File: config.mk
export PLATFORM = sky130hd
export DESIGN_NAME = iic_master_burst
export DESIGN_NICKNAME = d
export VERILOG_FILES = /design/src/rtl/iic_pkg.sv /design/src/rtl/iic_quarter_tick.sv /design/src/rtl/iic_master_burst.sv
export SDC_FILE = /design/constraint.sdc
export NUM_CORES = 1
export LEC_CHECK = 0
export BUFFER_PORTS_ARGS = -buffer_cell sky130_fd_sc_hd__clkbuf_2
export CAP_MARGIN = 30
export CORE_MARGIN = 4
export CORE_UTILIZATION = 55
export CTS_CLUSTER_DIAMETER = 60
export DETAILED_ROUTE_END_ITERATION = 10
export GPL_TIMING_DRIVEN = 0
export PLACE_DENSITY = 0.8
export SLEW_MARGIN = 20
export SYNTH_ARGS = -nofsm -noshare
export SYNTH_HDL_FRONTEND = slang
export SYNTH_SLANG_ARGS = --single-unit
File: constraint.sdc
create_clock -name clk -period 4 [get_ports clk]
set_input_delay 0.6 -clock clk [delete_from_list [all_inputs] [get_ports clk]]
set_output_delay 0.6 -clock clk [all_outputs]
set_load 0.02 [all_outputs]
File: src/rtl/iic_pkg.sv
// Shared types and helpers for the burst I2C master.
// Holds the FSM state encoding and the quarter divider math.
package iic_pkg;

  typedef enum logic [3:0] {
    s_idle,
    s_start,
    s_addr,
    s_addr_ack,
    s_wr_byte,
    s_wr_ack,
    s_rd_byte,
    s_rd_ack,
    s_stop
  } state_t;

  typedef logic [1:0] quarter_t;

  function automatic int iic_div(
    input int clk_hz,
    input int scl_hz
  );
    int d;
    d = clk_hz / (4 * scl_hz);
    return (d < 1) ? 1 : d;
  endfunction

endpackage

File: src/rtl/iic_quarter_tick.sv
// Quarter-bit divider for the I2C master.
// Freezes while a slave stretches SCL, restarts from q0 on clr.
module iic_quarter_tick
  import iic_pkg::*;
#(
  parameter int DIV = 31
) (
  input  logic       clk,
  input  logic       rst_n,
  input  logic       clr,
  input  logic       hold,
  output logic       tick,
  output logic [1:0] q
);

  localparam int CW = (DIV > 1) ? $clog2(DIV) : 1;

  logic [CW-1:0] cnt;

  assign tick = !clr && !hold && (cnt == CW'(DIV - 1));

  // divider count and quarter index
  always_ff @(posedge clk or negedge rst_n) begin
    if (!rst_n) begin
      cnt <= '0;
      q   <= '0;
    end else if (clr) begin
      cnt <= '0;
      q   <= '0;
    end else if (!hold) begin
      if (tick) begin
        cnt <= '0;
        q   <= q + 2'd1;
      end else begin
        cnt <= cnt + 1'b1;
      end
    end
  end

endmodule

File: src/rtl/iic_master_burst.sv
// I2C master: START, 7-bit address, 0..MAX_LEN byte burst, STOP.
// Supports reads with master ACK/NACK, slave NACK and SCL stretching.
module iic_master_burst
  import iic_pkg::*;
#(
  parameter int CLK_FREQ = 50_000_000,
  parameter int IIC_FREQ = 400_000,
  parameter int MAX_LEN  = 16,
  parameter int LEN_W    = $clog2(MAX_LEN + 1)
) (
  input  logic             clk,
  input  logic             rst_n,
  input  logic             start,
  input  logic [6:0]       dev_addr,
  input  logic             rw,
  input  logic [LEN_W-1:0] len,
  output logic             wr_req,
  input  logic [7:0]       wr_data,
  output logic [7:0]       rd_data,
  output logic             rd_valid,
  output logic             busy,
  output logic             done,
  output logic             nack,
  output logic             scl_oe,
  input  logic             scl_i,
  output logic             sda_oe,
  input  logic             sda_i
);

  localparam int DIV = iic_div(CLK_FREQ, IIC_FREQ);
  localparam logic [LEN_W-1:0] LMAX = LEN_W'(MAX_LEN);
  localparam logic [LEN_W-1:0] ONE  = LEN_W'(1);

  state_t           state, state_n;
  logic             tick;
  logic             hold;
  logic             clr;
  logic [1:0]       q;
  logic [7:0]       sh;
  logic [2:0]       bcnt;
  logic [LEN_W-1:0] rem;
  logic [LEN_W-1:0] len_sat;
  logic             rw_r;
  logic             samp;
  logic             end_bit;
  logic             smp;
  logic             tx_bit;

  assign end_bit = tick && (q == 2'd3);
  assign smp     = tick && (q == 2'd2);
  assign clr     = (state == s_idle);
  assign hold    = q[1] && !scl_oe && !scl_i;
  assign busy    = (state != s_idle);
  assign len_sat = (len > LMAX) ? LMAX : len;
  assign tx_bit  = wr_req ? wr_data[7] : sh[7];

  iic_quarter_tick #(
    .DIV (DIV)
  ) u_tick (
    .clk   (clk),
    .rst_n (rst_n),
    .clr   (clr),
    .hold  (hold),
    .tick  (tick),
    .q     (q)
  );

  // state register
  always_ff @(posedge clk or negedge rst_n) begin
    if (!rst_n) state <= s_idle;
    else        state <= state_n;
  end

  // next state and bus drive
  always_comb begin
    state_n = state;
    scl_oe  = 1'b0;
    sda_oe  = 1'b0;
    case (state)
      s_idle: begin
        if (start) state_n = s_start;
      end
      s_start: begin
        sda_oe = q[1];
        scl_oe = (q == 2'd3);
        if (end_bit) state_n = s_addr;
      end
      s_addr: begin
        scl_oe = !q[1];
        sda_oe = !tx_bit;
        if (end_bit && bcnt == 3'd0)
          state_n = s_addr_ack;
      end
      s_addr_ack: begin
        scl_oe = !q[1];
        if (end_bit) begin
          if (samp)           state_n = s_stop;
          else if (rem == '0) state_n = s_stop;
          else if (!rw_r)     state_n = s_wr_byte;
          else                state_n = s_rd_byte;
        end
      end
      s_wr_byte: begin
        scl_oe = !q[1];
        sda_oe = !tx_bit;
        if (end_bit && bcnt == 3'd0)
          state_n = s_wr_ack;
      end
      s_wr_ack: begin
        scl_oe = !q[1];
        if (end_bit) begin
          if (samp)           state_n = s_stop;
          else if (rem > ONE) state_n = s_wr_byte;
          else                state_n = s_stop;
        end
      end
      s_rd_byte: begin
        scl_oe = !q[1];
        if (end_bit && bcnt == 3'd0)
          state_n = s_rd_ack;
      end
      s_rd_ack: begin
        scl_oe = !q[1];
        sda_oe = (rem > ONE);
        if (end_bit) begin
          if (rem > ONE) state_n = s_rd_byte;
          else           state_n = s_stop;
        end
      end
      s_stop: begin
        scl_oe = (q == 2'd0);
        sda_oe = (q != 2'd3);
        if (end_bit) state_n = s_idle;
      end
      default: state_n = s_idle;
    endcase
  end

  // shift register, counters and status pulses
  always_ff @(posedge clk or negedge rst_n) begin
    if (!rst_n) begin
      wr_req   <= 1'b0;
      rd_valid <= 1'b0;
      done     <= 1'b0;
      nack     <= 1'b0;
      rd_data  <= 8'h00;
      sh       <= 8'h00;
      bcnt     <= 3'd0;
      rem      <= '0;
      rw_r     <= 1'b0;
      samp     <= 1'b0;
    end else begin
      wr_req   <= (state_n == s_wr_byte) &&
                  (state != s_wr_byte);
      rd_valid <= 1'b0;
      done     <= 1'b0;
      if (smp) samp <= sda_i;
      if (wr_req) sh <= wr_data;
      case (state)
        s_idle: begin
          if (start) begin
            sh   <= {dev_addr, rw};
            rw_r <= rw;
            rem  <= len_sat;
            nack <= 1'b0;
            bcnt <= 3'd7;
          end
        end
        s_addr, s_wr_byte: begin
          if (end_bit) begin
            sh   <= {sh[6:0], 1'b0};
            bcnt <= bcnt - 3'd1;
          end
        end
        s_addr_ack: begin
          if (end_bit && samp) nack <= 1'b1;
        end
        s_wr_ack: begin
          if (end_bit) begin
            if (samp)           nack <= 1'b1;
            else if (rem > ONE) rem  <= rem - ONE;
          end
        end
        s_rd_byte: begin
          if (smp) begin
            sh <= {sh[6:0], sda_i};
            if (bcnt == 3'd0) begin
              rd_data  <= {sh[6:0], sda_i};
              rd_valid <= 1'b1;
            end
          end
          if (end_bit) bcnt <= bcnt - 3'd1;
        end
        s_rd_ack: begin
          if (end_bit && rem > ONE) rem <= rem - ONE;
        end
        s_stop: begin
          if (end_bit) done <= 1'b1;
        end
        default: ;
      endcase
    end
  end

endmodule

Word level (Yosys, flattened, before mapping)
Index checks and enable logic that the tools add are counted.
{ "op_classes": {"n_addsub": 4, "order_cmp": 2, "n_eq_ne": 23, "mux": 50, "reduce_logical": 34} }
{ "ops": {"columns": ["cell", "n"], "rows": [
  ["$mux 4", 14],
  ["$mux 5", 9],
  ["$pmux 4 s9", 1],
  ["$mux 8", 4],
  ["$pmux 8 s3", 1],
  ["$eq 4x3->1 const B", 5],
  ["$ne 2x2->1 const B", 8],
  ["$pmux 5 s3", 1],
  ["$logic_and 1x1->1", 10],
  ["$mux 1", 10],
  ["$eq 4x2->1 const B", 2],
  ["$mux 2", 4],
  ["$logic_not 1->1", 6],
  ["$mux 3", 2],
  ["$pmux 1 s3", 2],
  ["$pmux 3 s2", 1],
  ["$reduce_and 3->1", 2],
  ["$reduce_and 6->1", 1],
  ["$reduce_bool 3->1", 2],
  ["$reduce_or 6->1", 1],
  ["$add 5x1->5 const B", 1],
  ["$eq 5x5->1 const B", 1],
  ["$gt 5x1->1 const B", 1],
  ["$gt 5x5->1 const B", 1],
  ["19 further kinds", 23]
]} }
{ "word_totals": {"reg_bits": 41, "in_bits": 26, "out_inout_bits": 15, "elab_cells": 126} }

Depth between registers and ports, before layout
Gate-level depths: netlist of the first run.
{ "logic_depth": {"ltp_word": 15, "depth_mapped": 8, "ltp_nobuf": 8} }

By module
Synthesis of the first run repeated with hierarchy kept, for this count alone.
{ "hier_totals": {"cells_unflattened": 244, "hier_area_um2": 2451.1} }
{ "by_module_without_submodules": {"columns": ["mod", "n_inst", "cells_per_inst", "area_per_inst_um2", "seq_area_each_um2"], "rows": [
  ["iic_master_burst", 1, 204, 2057.0, 850.8],
  ["iic_quarter_tick", 1, 40, 394.1, 175.2]
]} }

Least setup slack after synthesis of the first run
Ideal clock, no wire load.
{ "synth_path": {"path_kind": "register -> register", "startpoint": "register u_tick.q[1]", "endpoint": "register rd_data[0]", "setup_time_ns": 0.125, "t_arrival_ns": 2.117, "required_ns": 3.875, "path_slack_ns": 1.758, "stages_incl_launch_ff": 7, "path_buffers": 0, "synth_period_minus_slack_ns": 2.242, "path_cell_list": "dfrtp_1 > ha_1 > nand4bb_1 > a21oi_2 > o21ai_2 > nor4b_4 > mux2_4"} }
{ "synth_via": {"elab_chain_cells": 10, "word_cells_on_any_way": 13, "cone_classes": "2 x eq/ne; 1 x mux; 10 x reduce/logical"} }
{ "synth_rtl": {"columns": ["item", "line", "rtl"], "rows": [
  ["from (decl)", "iic_quarter_tick.sv:13", "output logic [1:0] q"],
  ["from (signal assigned)", "iic_quarter_tick.sv:33", "q <= q + 2'd1;"],
  ["$eq 2x2->1, or another cell as far along", "iic_master_burst.sv:85", "scl_oe = (q == 2'd3);"],
  ["$pmux 1 s3", "iic_master_burst.sv:79", "case (state)"],
  ["$logic_not 1->1", "iic_master_burst.sv:52", "assign hold = q[1] && !scl_oe && !scl_i;"],
  ["$logic_and 1x1->1 (2 in a row)", "iic_master_burst.sv:52", null],
  ["$logic_not 1->1", "iic_quarter_tick.sv:20", "assign tick = !clr && !hold && (cnt == CW'(DIV - 1));"],
  ["$logic_and 1x1->1 (2 in a row)", "iic_quarter_tick.sv:20", null],
  ["$logic_and 1x1->1 (*)", "iic_master_burst.sv:50", "assign smp = tick && (q == 2'd2);"],
  ["$reduce_and 3->1 (no line) (*)", null, null],
  ["to (signal assigned)", "iic_master_burst.sv:188", "rd_data <= {sh[6:0], sda_i};"],
  ["to (decl)", "iic_master_burst.sv:19", "output logic [7:0] rd_data,"]
]} }
Every way passes the cells marked *; elsewhere a longest branch is shown, timed or not.
A chain may end at the register's enable or synchronous reset.

Worst setup path after layout of the first run
{ "layout_path": {"startpoint": "register state[3]", "endpoint": "output busy"} }
{ "layout_via": {"elab_chain_cells": 1} }
{ "layout_rtl": {"columns": ["item", "line", "rtl"], "rows": [
  ["from (decl)", "iic_master_burst.sv:34", "state_t state, state_n;"],
  ["from (signal assigned)", "iic_master_burst.sv:70", "if (!rst_n) state <= s_idle;"],
  ["from (signal assigned)", "iic_master_burst.sv:71", "else state <= state_n;"],
  ["$reduce_bool 4->1", "iic_master_burst.sv:53", "assign busy = (state != s_idle);"],
  ["to (decl)", "iic_master_burst.sv:21", "output logic busy,"]
]} }
Every way passes these cells.

==> results of run 1 <==
-- worst paths after layout --
path | startpoint | end | slack, ns | cells past startpoint
setup / recovery | state[3] | busy | 1.27 | 5
setup reg to reg | u_tick.q[1] | rd_data[7] | 1.34 | 6
hold / removal | rst_n | u_tick.cnt[0] | 0.23 | 1
min in group clk | rw_r | rw_r | 0.50 | 2
hold reg to reg | rw_r | rw_r | 0.50 | 2
max in group asynchronous | rst_n | bcnt[2] | 3.30 | 2
-- synthesized netlist by cell type, types with 2 or more instances --
library cell / n / area (sq um)
a22oi_1: 4 / 30.0
inv_1: 13 / 48.8
o211ai_1: 2 / 15.0
o22ai_1: 2 / 12.5
dfrtp_1: 41 / 1030
nor2_1: 29 / 109
ha_1: 9 / 113
buf_2: 3 / 15.0
xor2_1: 2 / 17.5
nor3_1: 5 / 25.0
a31oi_1: 4 / 25.0
nor4_1: 2 / 12.5
nand2b_1: 3 / 18.8
nand3_1: 2 / 10.0
mux2_4: 8 / 120
o21a_1: 2 / 15.0
nor4b_1: 2 / 17.5
nand4_1: 6 / 37.5
mux2i_1: 10 / 100
nand2_1: 24 / 90.1
o21ai_0: 9 / 45.0
a21oi_1: 16 / 80.1
o21ai_1: 6 / 30.0
a221o_1: 8 / 80.1
a41oi_1: 2 / 17.5
clkbuf_1: 5 / 18.8
and2_1: 5 / 31.3
-- through the flow --
step	power [mW]	std cells	setup WS, ns	hold WS (ns)	util, %
after detailed placement	1.08	342	1.38	0.483	65.7
after global routing	1.47	350	1.12	0.246	68.1
after global placement	1.06	341	1.41	0.475	65.2
final	1.37	350	1.27	0.226	68.1
after CTS	1.37	350	1.27	0.239	68.1
after floorplan	0.947	251	1.76	0.304	-
-- state kept, by name, summed over array words and instances (netlist names) --
| name | flops |
|---|---|
| rd_data | 8 |
| sh | 8 |
| rem | 5 |
| u_tick.cnt | 5 |
| state | 4 |
| bcnt | 3 |
| u_tick.q | 2 |
| done | 1 |
| nack | 1 |
| rd_valid | 1 |
| rw_r | 1 |
| samp | 1 |
| wr_req | 1 |
-- power breakdown --
| group | leakage (nW) | switching, mW | internal (mW) | total (mW) |
|---|---|---|---|---|
| Clock | 0.0512 | 0.148 | 0.140 | 0.288 |
| Sequential | 0.521 | 0.110 | 0.515 | 0.624 |
| Combinational | 0.755 | 0.262 | 0.198 | 0.460 |
-- critical path, stage by stage, from the launching register on --
cell and delay (ns):
dfrtp_1 0.42, buf_2 0.19, nor4_1 0.39, clkbuf_1 0.50, inv_2 0.16, clkbuf_2 0.19
-- final cells by class --
type / count / share of cell area [%]
multi-input combinational: 186 / 46.4
tap: 50 / 2.23
buffer: 10 / 1.61
timing repair buffer: 41 / 7.86
clock inverter: 2 / 0.491
inverter: 14 / 1.88
sequential: 41 / 36.6
clock buffer: 6 / 2.95
-- cell families (layout without fill, tap and decap cells) --
kind of cell | Yosys count | after routing | synth area share (%)
compound gates | 67 | 67 | 19.7
xor+xnor | 3 | 3 | 1.08
fa+ha+maj | 9 | 9 | 4.65
buf+inv | 24 | 73 | 4.03
flops | 41 | 41 | 42.4
mux | 19 | 19 | 9.56
simple gates | 88 | 88 | 18.6
-- routing by layer --
layer  share of wire [%]  wire length [um]  GRT usage (%)
met5                   0                 0              0
met4                 1.4                80           6.13
met3                 5.6               317           4.59
met2                  51              2870           37.8
met1                  42              2400           28.2
==> run_results.csv, run 1 <==
group,metric,value,unit
cells_and_area,final_layout_size_suffix_gt1_share,23.7,%
floorplan,die_y,74.4,um
cells_and_area,final_common_cell,"dfrtp_1",
timing,setup_tns,0,ns
timing,rsz0062_at_grt,"false",
logic_synthesis,synth-seq-cells,41,
grt,grtUsageTotal,22.0,%
cells_and_area,multi_input_area,1300,sq um
logic_synthesis,synthFlopType,"dfrtp_1",
critical_path,path_max_fanout,10,
routing,drtIter0Drc,142,
timing,finalMaxSlewViolations,0,
routing,drc_errors,0,
cells_and_area,layout_common_cells,"dfrtp_1 (41), clkbuf_2 (40), nor2_1 (29)",
logic_synthesis,async_flop_share,100,%
placement,place_area,2710,sq um
grt,grt_pass1_wl,9290,um
timing,fin_crit_sh,68.4,%
routing,avgViaCountPerCell,5.97,
floorplan,dieWidth,74.4,um
critical_path,cp-end-kind,"primary output",
cells_and_area,diodes,0,
logic_synthesis,netlist-cell-type-count,54,
cells_and_area,regArea,1030,sq um
grt,overflow,0,
routing,wire_per_inst,16.2,um
cts,insertion_delay,0.29,ns
placement,dpl.hpwl,4330,um
cts,numCtsBuffers,5,
timing,finalSetupViolations,0,
cells_and_area,final_cell_area,2800,sq um
critical_path,required,3.40,ns
timing,finalClockSkew,0.00452,ns
cts,cts.sinks,41,
run,maxCapViolations,0,
power,cellLeakagePower,1.33,nW
logic_synthesis,synth_edf_count,0,
routing,dr.pass1.iters,6,
critical_path,path_class,"reg -> out",
floorplan,fp-row-count,23,
floorplan,core_area,4120,sq um
cells_and_area,fill_cells,346,
power,ir_drop,0.287,mV
logic_synthesis,synth_warnings,0,
cts,postCtsSetupBuffers,0,
routing,ant_nets,0,
cts,cts_resized,0,
placement,gp_congestion,0.932,
grt,grt_antenna_before_repair,0,
timing,max_freq,0.366,GHz
timing,min_period,2.73,ns
routing,vias,2089,
critical_path,cp-start-kind,"register",
logic_synthesis,syn_inst,251,
cts,cts_tree,"built",
cts,clk_pin_slew,0.08,ns
logic_synthesis,ys_seq_area_share,42.4,%
logic_synthesis,synth_nets,286,
status,status,"finished clean",
cts,htree_num_levels,2,
cts,cts_buffer_depth,2,
cells_and_area,synthToLayoutAreaGrowth,15.7,%
logic_synthesis,syn_area,2420,sq um
timing,relSlewSlack,45.2,%
timing,hold_viol_final,0,
floorplan,die_area,5530,sq um
floorplan,start_util,58.9,%
placement,portBuffers,40,
grt,grt_max_degree,28,
power,power.density,490,nW/um^2
cts,cts-root-buf,"clkbuf_8",
routing,drt_wl_total,5670,um
cells_and_area,nets,334,
hold_path,hp-class,"in -> async",
grt,grt_pass1_vias,1935,
timing,worst-slew-pin-transition,0.818,ns
logic_synthesis,avgSynthCellArea,9.65,sq um
critical_path,cp.arrival,2.13,ns
cts,holdBufCountCts,0,
floorplan,io_pins,41,
Note: power is estimated with default switching activity, not from simulation.
==> run 2: changes to the inputs <==
- CORE_UTILIZATION: 55 -> 51
- PLACE_DENSITY: 0.8 -> 0.78
- clock period: 4 -> 2.5 ns (I/O delays scaled with it)
==> run_results.csv, run 2 (synthesis gave the netlist of run 1 again) <==
group,metric,value,unit
status,status,"finished clean",
cells_and_area,diodes,0,
routing,avgViaCountPerCell,5.96,
timing,setup_tns,0,ns
cells_and_area,final_layout_size_suffix_gt1_share,26.4,%
power,switching_share,37.5,%
grt,overflow,0,
routing,drtIter0Drc,132,
critical_path,cp_top_family,"simple AND/OR/NAND/NOR gates",
grt,grt_pass1_wl,9560,um
power,p_seq_share,45.5,%
placement,gp_congestion,0.887,
cts,insertion_delay,0.30,ns
critical_path,cp-end-kind,"primary output",
routing,drc_errors,0,
cts,cts.sinks,41,
critical_path,cp.arrival,2.03,ns
power,cellLeakagePower,1.35,nW
critical_path,r2r_setup_slack,0.14,ns
routing,drt-met1-wl,2500,um
grt,grtUsageTotal,20.2,%
cts,cts_buffer_depth,2,
timing,fin_hold_ws,0.300,ns
routing,wl_met2,2750,um
critical_path,crit_buf_inv,2,
cts,cts-root-buf,"clkbuf_8",
power,power.share.clock,20.5,%
critical_path,required,2.12,ns
routing,dr.pass1.iters,4,
timing,rsz0062_at_grt,"false",
power,ir_drop,0.455,mV
cells_and_area,nets,338,
floorplan,dieWidth,76.9,um
floorplan,io_pins,41,
critical_path,crit_chain,"buf_2, and2b_1, and2_2, nand2_1, a2bb2oi_1, o21ai_0, clkbuf_2",
cells_and_area,layout_common_cells,"clkbuf_2 (42), dfrtp_1 (41), nor2_1 (28)",
routing,ant_nets,0,
power,pwr-share-comb,33.9,%
cts,clk_pin_slew,0.08,ns
timing,max_freq,0.416,GHz
timing,finalClockSkew,0.00386,ns
floorplan,fp-row-count,24,
placement,dpl.hpwl,4300,um
timing,min_period,2.40,ns
power,p_int,1.37,mW
floorplan,core_area,4470,sq um
hold_path,hp-class,"in -> reg",
cts,cts_tree,"built",
cells_and_area,top_regs,"rd_data (8), sh (8)",
routing,wire_per_inst,15.9,um
placement,portBuffers,40,
cells_and_area,final_common_cell,"clkbuf_2",
timing,worst-slew-pin-transition,0.553,ns
cells_and_area,fill_cells,371,
timing,fin_crit_sh,96.1,%
critical_path,path_class,"reg -> out",
routing,wl_met3,301,um
critical_path,reg2regPathDepth,7,
cts,htree_num_levels,2,
grt,grt_pass1_vias,1995,
run,maxCapViolations,0,
critical_path,path_max_fanout,10,
cells_and_area,synthToLayoutAreaGrowth,18.3,%
floorplan,die_area,5920,sq um
hold_path,hold_depth,2,
cells_and_area,fin_util,64.0,%
floorplan,start_util,54.1,%
power,power.total,2.19,mW
critical_path,cp_slowest_cell,"dfrtp_1",
floorplan,die_y,76.9,um
critical_path,slowest_delay,0.43,ns
routing,highest_layer,"met4",
grt,grt_antenna_before_repair,0,
timing,finalMaxSlewViolations,0,
routing,vias,2117,
grt,grt_max_degree,31,
power,p_sw,0.822,mW
timing,hold_viol_final,0,
timing,finalSetupViolations,0,
timing,relSlewSlack,63.2,%
critical_path,cp-start-kind,"register",
critical_path,cp.depth,7,
power,power.density,766,nW/um^2
cts,numCtsBuffers,5,
routing,drt_wl_total,5630,um
-- run 2: cell types whose count changed in the layout (fill, tap and decap cells not counted), sizes merged --
cell / previous run / this run
buf: 6 / 10
clkbuf: 51 / 50
clkinv: 2 / 0
clkinvlp: 0 / 1
dlygate4sd3: 0 / 1
-- run 2: repair_timing --
action | in CTS | in global routing
pin swaps | 2 | 2
hold endpoints to repair | 11 | 0
hold buffers | 1 | 0
endpoints found under the setup margin | 11 | 17
gates resized for setup | 2 | 7
setup buffers | 2 | 2
-- run 2: per-layer routing --
layer	track usage, %	vias up
met2	32.8	64
met3	4.10	7
li1	-	1021
met5	0	-
met4	6.34	0
met1	27.0	1025
-- run 2: power by group through the flow --
stage	clock [mW]	combinational, mW	sequential [mW]
after floorplan	0	0.560	0.955
after global placement	0	0.691	0.994
after detailed placement	0	0.724	1.01
after CTS	0.461	0.730	0.996
after global routing	0.492	0.851	1.03
final	0.451	0.744	0.999
-- run 2: stage by stage --
| stage | setup slack, ns | instances | cell area [sq um] |
|---|---|---|---|
| 6_report | 0.0966 | 355 | 2870 |
| 5_1_grt | 0.00873 | 355 | 2870 |
| 4_1_cts | 0.0360 | 353 | 2820 |
| 3_5_place_dp | -0.149 | 344 | 2710 |
| 3_3_place_gp | -0.107 | 343 | 2690 |
| 2_1_floorplan | 0.258 | 251 | 2420 |
-- run 2: layout make-up --
cell class | instances | area (sq um) | share of cell area, %
inverter | 14 | 52.6 | 1.83
multi-input combinational | 186 | 1330 | 46.3
sequential | 41 | 1030 | 35.8
buffer | 9 | 43.8 | 1.53
clock buffer | 6 | 82.6 | 2.88
clock inverter | 1 | 7.51 | 0.262
timing repair buffer | 46 | 260 | 9.08
tap | 52 | 65.1 | 2.27
-- run 2: worst paths after layout --
path / from / to
setup reg to reg: u_tick.q[1] / wr_req
setup / recovery: state[3] / sda_oe
max in group asynchronous: rst_n / rd_data[7]
min in group asynchronous: rst_n / u_tick.q[0]
hold reg to reg: rw_r / rw_r
hold / removal: dev_addr[2] / sh[3]
